`src/rtl/mux_n_1_arb.sv`:
```
// N-input, W-bit arbitrating multiplexer with a single registered output stage.
// Grant modes: explicit select, fixed priority (lowest index first) and round-robin.
module mux_n_1_arb #(
    parameter int N    = 4,
    parameter int W    = 8,
    parameter int SELW = 2
) (
    input  logic              clk_in,
    input  logic              rst_n_in,
    input  logic [N*W-1:0]    d_in,
    input  logic [N-1:0]      valid_in,
    output logic [N-1:0]      ready_out,
    input  logic [1:0]        mode_in,
    input  logic [SELW-1:0]   sel_in,
    output logic [W-1:0]      y_out,
    output logic              y_valid_out,
    input  logic              y_ready_in,
    output logic [SELW-1:0]   y_sel_out
);

    logic              load_s;
    logic              grant_valid_s;
    logic [SELW-1:0]   grant_idx_s;
    logic [W-1:0]      grant_data_s;
    logic              xfer_s;

    logic [W-1:0]      y_d, y_q;
    logic              y_valid_d, y_valid_q;
    logic [SELW-1:0]   y_sel_d, y_sel_q;
    logic [SELW-1:0]   rr_ptr_d, rr_ptr_q;

    assign load_s = ~y_valid_q | y_ready_in;

    // Grant selection for the current cycle
    always_comb begin
        int idx;
        idx           = 0;
        grant_valid_s = 1'b0;
        grant_idx_s   = '0;
        case (mode_in)
            2'd0: begin
                // Out-of-range indices never match any channel, so they never grant.
                for (int i = 0; i < N; i++) begin
                    if ((sel_in == SELW'(i)) && valid_in[i]) begin
                        grant_valid_s = 1'b1;
                        grant_idx_s   = SELW'(i);
                    end else begin
                        grant_valid_s = grant_valid_s;
                    end
                end
            end
            2'd2: begin
                // Walk the search order backwards so the last hit is the first in order.
                for (int k = N - 1; k >= 0; k--) begin
                    idx = int'(rr_ptr_q) + k;
                    idx = (idx >= N) ? (idx - N) : idx;
                    if (valid_in[idx]) begin
                        grant_valid_s = 1'b1;
                        grant_idx_s   = SELW'(idx);
                    end else begin
                        grant_valid_s = grant_valid_s;
                    end
                end
            end
            default: begin
                for (int i = N - 1; i >= 0; i--) begin
                    if (valid_in[i]) begin
                        grant_valid_s = 1'b1;
                        grant_idx_s   = SELW'(i);
                    end else begin
                        grant_valid_s = grant_valid_s;
                    end
                end
            end
        endcase
    end

    // One-hot ready and granted data selection
    always_comb begin
        ready_out    = '0;
        grant_data_s = '0;
        for (int i = 0; i < N; i++) begin
            ready_out[i] = rst_n_in & load_s & grant_valid_s & (grant_idx_s == SELW'(i));
            grant_data_s = grant_data_s | (d_in[i*W +: W] & {W{grant_idx_s == SELW'(i)}});
        end
    end

    assign xfer_s = |(valid_in & ready_out);

    // Next-state for the output register and round-robin pointer
    always_comb begin
        y_d       = y_q;
        y_valid_d = y_valid_q;
        y_sel_d   = y_sel_q;
        rr_ptr_d  = rr_ptr_q;
        if (xfer_s) begin
            y_d       = grant_data_s;
            y_sel_d   = grant_idx_s;
            y_valid_d = 1'b1;
            if (mode_in == 2'd2) begin
                rr_ptr_d = (grant_idx_s == SELW'(N - 1)) ? '0 : (grant_idx_s + SELW'(1));
            end else begin
                rr_ptr_d = rr_ptr_q;
            end
        end else if (load_s) begin
            y_valid_d = 1'b0;
        end else begin
            y_valid_d = y_valid_q;
        end
    end

    // State registers with synchronous active-low reset
    always_ff @(posedge clk_in) begin
        if (!rst_n_in) begin
            y_q       <= '0;
            y_valid_q <= 1'b0;
            y_sel_q   <= '0;
            rr_ptr_q  <= '0;
        end else begin
            y_q       <= y_d;
            y_valid_q <= y_valid_d;
            y_sel_q   <= y_sel_d;
            rr_ptr_q  <= rr_ptr_d;
        end
    end

    assign y_out       = y_q;
    assign y_valid_out = y_valid_q;
    assign y_sel_out   = y_sel_q;

endmodule

```
`config.mk`:
```
export PLATFORM = sky130hd
export DESIGN_NAME = mux_n_1_arb
export DESIGN_NICKNAME = d
export VERILOG_FILES = /design/src/rtl/mux_n_1_arb.sv
export SDC_FILE = /design/constraint.sdc
export NUM_CORES = 1
export LEC_CHECK = 0
export BUFFER_PORTS_ARGS = -buffer_cell sky130_fd_sc_hd__buf_2
export CAP_MARGIN = 5
export CORE_MARGIN = 4
export CORE_UTILIZATION = 38
export DETAILED_ROUTE_END_ITERATION = 7
export GPL_ROUTABILITY_DRIVEN = 0
export PLACE_DENSITY = 0.7
export SYNTH_ARGS = -nofsm -noshare
export SYNTH_HDL_FRONTEND = slang
export SYNTH_SLANG_ARGS = --single-unit
```
`constraint.sdc`:
```
create_clock -name clk_in -period 3.8 [get_ports clk_in]
set_clock_uncertainty 0.15 [all_clocks]
set_input_delay 0.38 -clock clk_in [delete_from_list [all_inputs] [get_ports clk_in]]
set_output_delay 0.38 -clock clk_in [all_outputs]
set_load 0.02 [all_outputs]
```
Word level (Yosys, flattened, before mapping):

Index checks and enable logic that the tools add are counted.

* input port bits: 43
* register bits: 13
* word-level logic and storage cells: 97

* bitwise gates (word level): 16
* add/subtract/negate cells: 8
* reductions and logical operators: 10
* order comparisons: 8
* equal/unequal tests: 7
* multiplexer cells: 44

Operators by type and width (count)
* 32-bit by 4-bit less-than comparator with 1-bit output, second input constant: 4
* 32-bit two-way mux: 4
* 8-bit AND: 4
* 8-bit OR: 3
* 1-bit two-way mux: 23
* 2-bit two-way mux: 11
* 3-bit by 3-bit subtractor with 4-bit output, second input constant: 3
* 2-bit == test, second input constant: 5
* 3-bit greater-or-equal comparator, second input constant: 3
* 1-bit binary-select mux with 2-bit select: 4
* 2-bit by 2-bit adder with 3-bit output, second input constant: 2
* 1-bit AND: 6
* 2-bit logical NOT: 3
* 4-bit AND: 1
* 2-bit by 1-bit == test with 1-bit output, second input constant: 2
* 1-bit logical AND: 4
* 2-bit case mux with 2 select lines: 1
* 4-bit OR reduction: 1
* 2-bit by 3-bit subtractor with 4-bit output, second input constant: 1
* 2-bit by 1-bit adder with 3-bit output, second input constant: 1
* 2-bit by 3-bit greater-or-equal comparator with 1-bit output, second input constant: 1
* 2-bit by 1-bit adder with 2-bit output, second input constant: 1
* 1-bit case mux with 2 select lines: 1
* 2-bit AND reduction: 1
* other kinds (3): 3

Longest topological paths before layout:

* word-level depth: 16
* mapped depth: 14
* gate-level depth less buffers: 11

Worst setup path after synthesis:

No wires, ideal clock.

* path type: input to register
* start point: in valid_in[1]
* end point: reg rr_ptr_q[1]
* arrival: 2.563 ns
* stages on the path: 13
* setup time: 0.138 ns
* path slack: 0.950 ns
* data required time: 3.512 ns
* path buffers: 2
* cells stage by stage: buf_2 > a21boi_0 > o311a_1 > o31a_1 > o31a_1 > inv_1 > ha_1 > clkbuf_1 > a22oi_1 > a21oi_1 > a31oi_1 > a31oi_1 > nor2_1

* word-level cells in the longest chain between the ends: 13
* elaborated cells between the ends (all ways): 47

RTL lines
* start: declaration: line 11 `input logic [N-1:0] valid_in,`
* 1-bit binary-select mux with 2-bit select: line 57 `if (valid_in[idx]) begin`
* 1-bit two-way mux (implied by the code) (2 in series): line 57
* 2-bit two-way mux (4 in series): line 57
* 2-bit case mux with 2 select lines *: line 40 `case (mode_in)`
* via grant_idx_s[0]: line 23 `logic [SELW-1:0] grant_idx_s;`
* 2-bit by 1-bit == test with 1-bit output (tied with other cells): line 83 `ready_out[i] = rst_n_in & load_s & grant_valid_s & (grant_idx_s == SELW'(i));`
* 1-bit AND: line 83
* 4-bit AND: line 88 `assign xfer_s = |(valid_in & ready_out);`
* 4-bit OR reduction: line 88
* 2-bit AND reduction (no line)
* end signal: assignment: line 123 `rr_ptr_q <= rr_ptr_d;`
* end: declaration: line 30 `logic [SELW-1:0] rr_ptr_d, rr_ptr_q;`

The timed path passes the listed nets; every way through them passes the cells marked *. The select of a mux whose other input is x is not followed.
A chain may end at the register's enable or synchronous reset.

Worst setup path in the final report:

* start point: reg rr_ptr_q[1]
* end point: out ready_out[2]

* word-level cells in the longest chain between the ends: 13
* elaborated cells between the ends (all ways): 40

RTL lines
* 2-bit by 2-bit adder with 3-bit output: line 55 `idx = int'(rr_ptr_q) + k;`
* 3-bit by 3-bit subtractor with 4-bit output or 3-bit greater-or-equal comparator (tied branches): line 56 `idx = (idx >= N) ? (idx - N) : idx;`
* 32-bit two-way mux: line 56
* 1-bit binary-select mux with 2-bit select: line 57
* 1-bit two-way mux (implied by the code) (2 in series): line 57
* 2-bit two-way mux (3 in series): line 57
* 2-bit two-way mux *: line 57
* 2-bit case mux with 2 select lines *: line 40
* via grant_idx_s[0]: line 23
* 2-bit == test *: line 83
* 1-bit AND *: line 83
* end: declaration: line 12 `output logic [N-1:0] ready_out,`

Marks and branches as above.

==> metrics.cfg <==
[outcome]
outcome = finished clean

[power]
p_leak_nw = 0.6103
p_seq_share_pct = 39.6
ir_drop_v = 0.0002133
p_int_w = 0.0002506
power.share.clock_pct = 21.1
p_switching_w = 0.0001319
p_comb_share_pct = 39.3
pwr_density_cell_nw_per_um2 = 282.8
swShare_pct = 34.48

[floorplan]
dieWidth_um = 61.12
rows = 19
fp.dieH_um = 61.12
coreArea_um2 = 2734
pin_count = 58
dieArea_um2 = 3736
start_util_pct = 39.22

[drt]
drc = 0
viasPerCell = 5.469
antenna_left = 0
drt_iter0_markers = 44
drt_first_pass_iters = 4
wl_per_cell_um = 14.08
vias = 1132
wl_um = 2914

[global_route]
gr-usage-all-layers_pct = 15.01
grt_max_degree = 22
grt_pass1_vias = 1017
grt_pass1_wl_um = 4298
overflow = 0
antenna_found_initial = 0

[cells_and_area]
post_layout_nonfiller_instances = 207
syn2layout_area_growth_pct = 26.14
num_antenna_cells = 0
fin_nets = 224
drive_gt1_share_pct = 46.59
fillers = 280

[clock_network]
cts_sinks = 13
cts_made_buffers = 3
path_clk_slew_ns = 0.07
post_cts_buffers = 0
cts-htree-levels = 1
root_buffer = clkbuf_4
cts_resized = 0
clock_path_buffers = 2
cts_hold_buf = 0
clk_latency_ns = 0.26
cts_tree = yes

[worst_setup_path]
critPathLaunchType = flop
cp.arrival_ns = 2.52
cp_cell_sequence = a21boi_0, o311a_1, o31a_1, o31a_1, inv_1, ha_1, and3_2, buf_2
worstSetupPathType = reg2out
cp.required_ns = 3.27
slowest_delay_ns = 0.44
crit_top_cell = o31a_1
critPathTopFamily = compound AO/OA/AOI/OAI gates
critPathBufInv = 2
setup.worst_path.end_class = output pin
path_max_fanout = 10
cpMaxStageDelayCell = dfxtp_1

[logic_synthesis]
yosysTopAreaCell = dfxtp_1
synth.most_common_cell = a22oi_1
synth_common_cells = a22oi_1 (18), dfxtp_1 (13), nand2_1 (10), a21oi_2 (8)
synthCells = 127
synth_warnings = 0
ys_top_cells_by_area = dfxtp_1 (24%), a22oi_1 (13%), a21oi_2 (6.5%), ha_1 (4.7%), a21o_2 (4.1%)
synth_flop_cell = dfxtp_1
netlist_area_um2 = 1072
ys_seq_area_share_pct = 24.27
synthDistinctLibCells = 35
avgSynthCellArea_um2 = 8.443
synthesis.nets = 174
async_reset_ff_share_pct = 0
synth_edf_count = 0
synth_top_area_share_pct = 24.27
synth_seq_cells = 13

[place]
io_buffer_count = 57
place_ws_ns = 0.7371
placedCellCount = 203
dp_hpwl_um = 2228

[timing]
tns_ns = 0
drv_slew = 0
setup_viol = 0
tightest_slew_ns = 0.4896
rsz0062_at_grt = no
max_freq_mhz = 327.9
setup_ws_ns = 0.7507
relSlewSlack_pct = 67.33
hold_violations = 0
timing.final.crit_share_pct = 80.24
post-route-min-period_ns = 3.049

[run]
drv_cap = 0

[hold_path]
hold_class = in2reg

placed cells by master, fill, tap and decap left out, types with 2 or more instances in the layout:
cell       n
nand3_1    2
mux2i_1    3
nand2b_1   2
a22oi_1   18
buf_2     57
inv_1      6
a21o_1     4
a21oi_2    8
a31oi_1    2
and3_2     3
nor3b_1    4
o31a_1     2
nand2_1   10
nor2_1     4
a21o_2     5
clkbuf_4   3
a21oi_1    7
ha_1       4
o21ai_0    4
dfxtp_1   13
flip-flops by register name, indices dropped and copies added, names as in the netlist:
name and flops:
rr_ptr_q 2, y_out 8, y_sel_out 2, y_valid_out 1
worst min-delay path: cells and delay by family:
family / cells / cell delay (ns)
AO/OA/AOI/OAI: 1 / 0.07
buffers and inverters: 1 / 0.13
AND/OR/NAND/NOR: 1 / 0.07
worst paths after layout:
kind         slack, ns                      from  cells past startpoint                        end
min reg2reg       0.32     y_out[2]$_SDFFE_PN0P_                      2      y_out[2]$_SDFFE_PN0P_
min               0.27                  rst_n_in                      3  y_sel_out[1]$_SDFFE_PN0P_
max reg2reg       0.82  rr_ptr_q[1]$_SDFFE_PN0P_                     11   rr_ptr_q[1]$_SDFFE_PN0P_
max               0.75  rr_ptr_q[1]$_SDFFE_PN0P_                      8               ready_out[2]
power by group through the flow:
| stage | Sequential (W) | Combinational, W | Clock [W] |
|---|---|---|---|
| after CTS | 0.000152 | 0.000151 | 0.0000847 |
| after floorplan | 0.000166 | 0.0000939 | 0 |
| final | 0.000152 | 0.000150 | 0.0000806 |
| after detailed placement | 0.000154 | 0.000150 | 0 |
| after global routing | 0.000153 | 0.000164 | 0.0000916 |
| after global placement | 0.000155 | 0.000147 | 0 |
per-layer routing:
layer / routed length [um] / track usage, %
met5: 0 / 0
met4: 0 / 1.858
met3: 280 / 4.822
met2: 1315 / 25.83
met1: 1318 / 18.79
final cells by class:
cell class | instances | area (um2) | area share, %
Inverter | 6 | 22.52 | 1.665
Tap cell | 31 | 38.79 | 2.868
Timing Repair Buffer | 57 | 285.3 | 21.09
Sequential cell | 13 | 260.3 | 19.24
Multi-Input combinational cell | 96 | 719.4 | 53.19
Clock buffer | 4 | 26.28 | 1.943
logic make-up after synthesis:
kind of cell             Yosys count  share of synthesized area [%]
multiplexers                       3                          2.801
flip-flops                        13                          24.27
AND/OR/NAND/NOR                   31                          17.50
buffers and inverters             18                          8.635
adder cells (fa/ha/maj)            4                          4.668
AO/OA/AOI/OAI                     58                          42.12
stage by stage:
| stage | utilization (%) | cell area, um2 | hold WS [ns] | total power (W) |
|---|---|---|---|---|
| 2_1_floorplan | - | 1072 | 0.3687 | 0.0002595 |
| 3_3_place_gp | 48.51 | 1326 | 0.3060 | 0.0003019 |
| 3_5_place_dp | 48.51 | 1326 | 0.3043 | 0.0003044 |
| 4_1_cts | 49.47 | 1353 | 0.2597 | 0.0003868 |
| 5_1_grt | 49.47 | 1353 | 0.2978 | 0.0004083 |
| 6_report | 49.47 | 1353 | 0.2731 | 0.0003825 |
(Power assumes the default switching activity.)
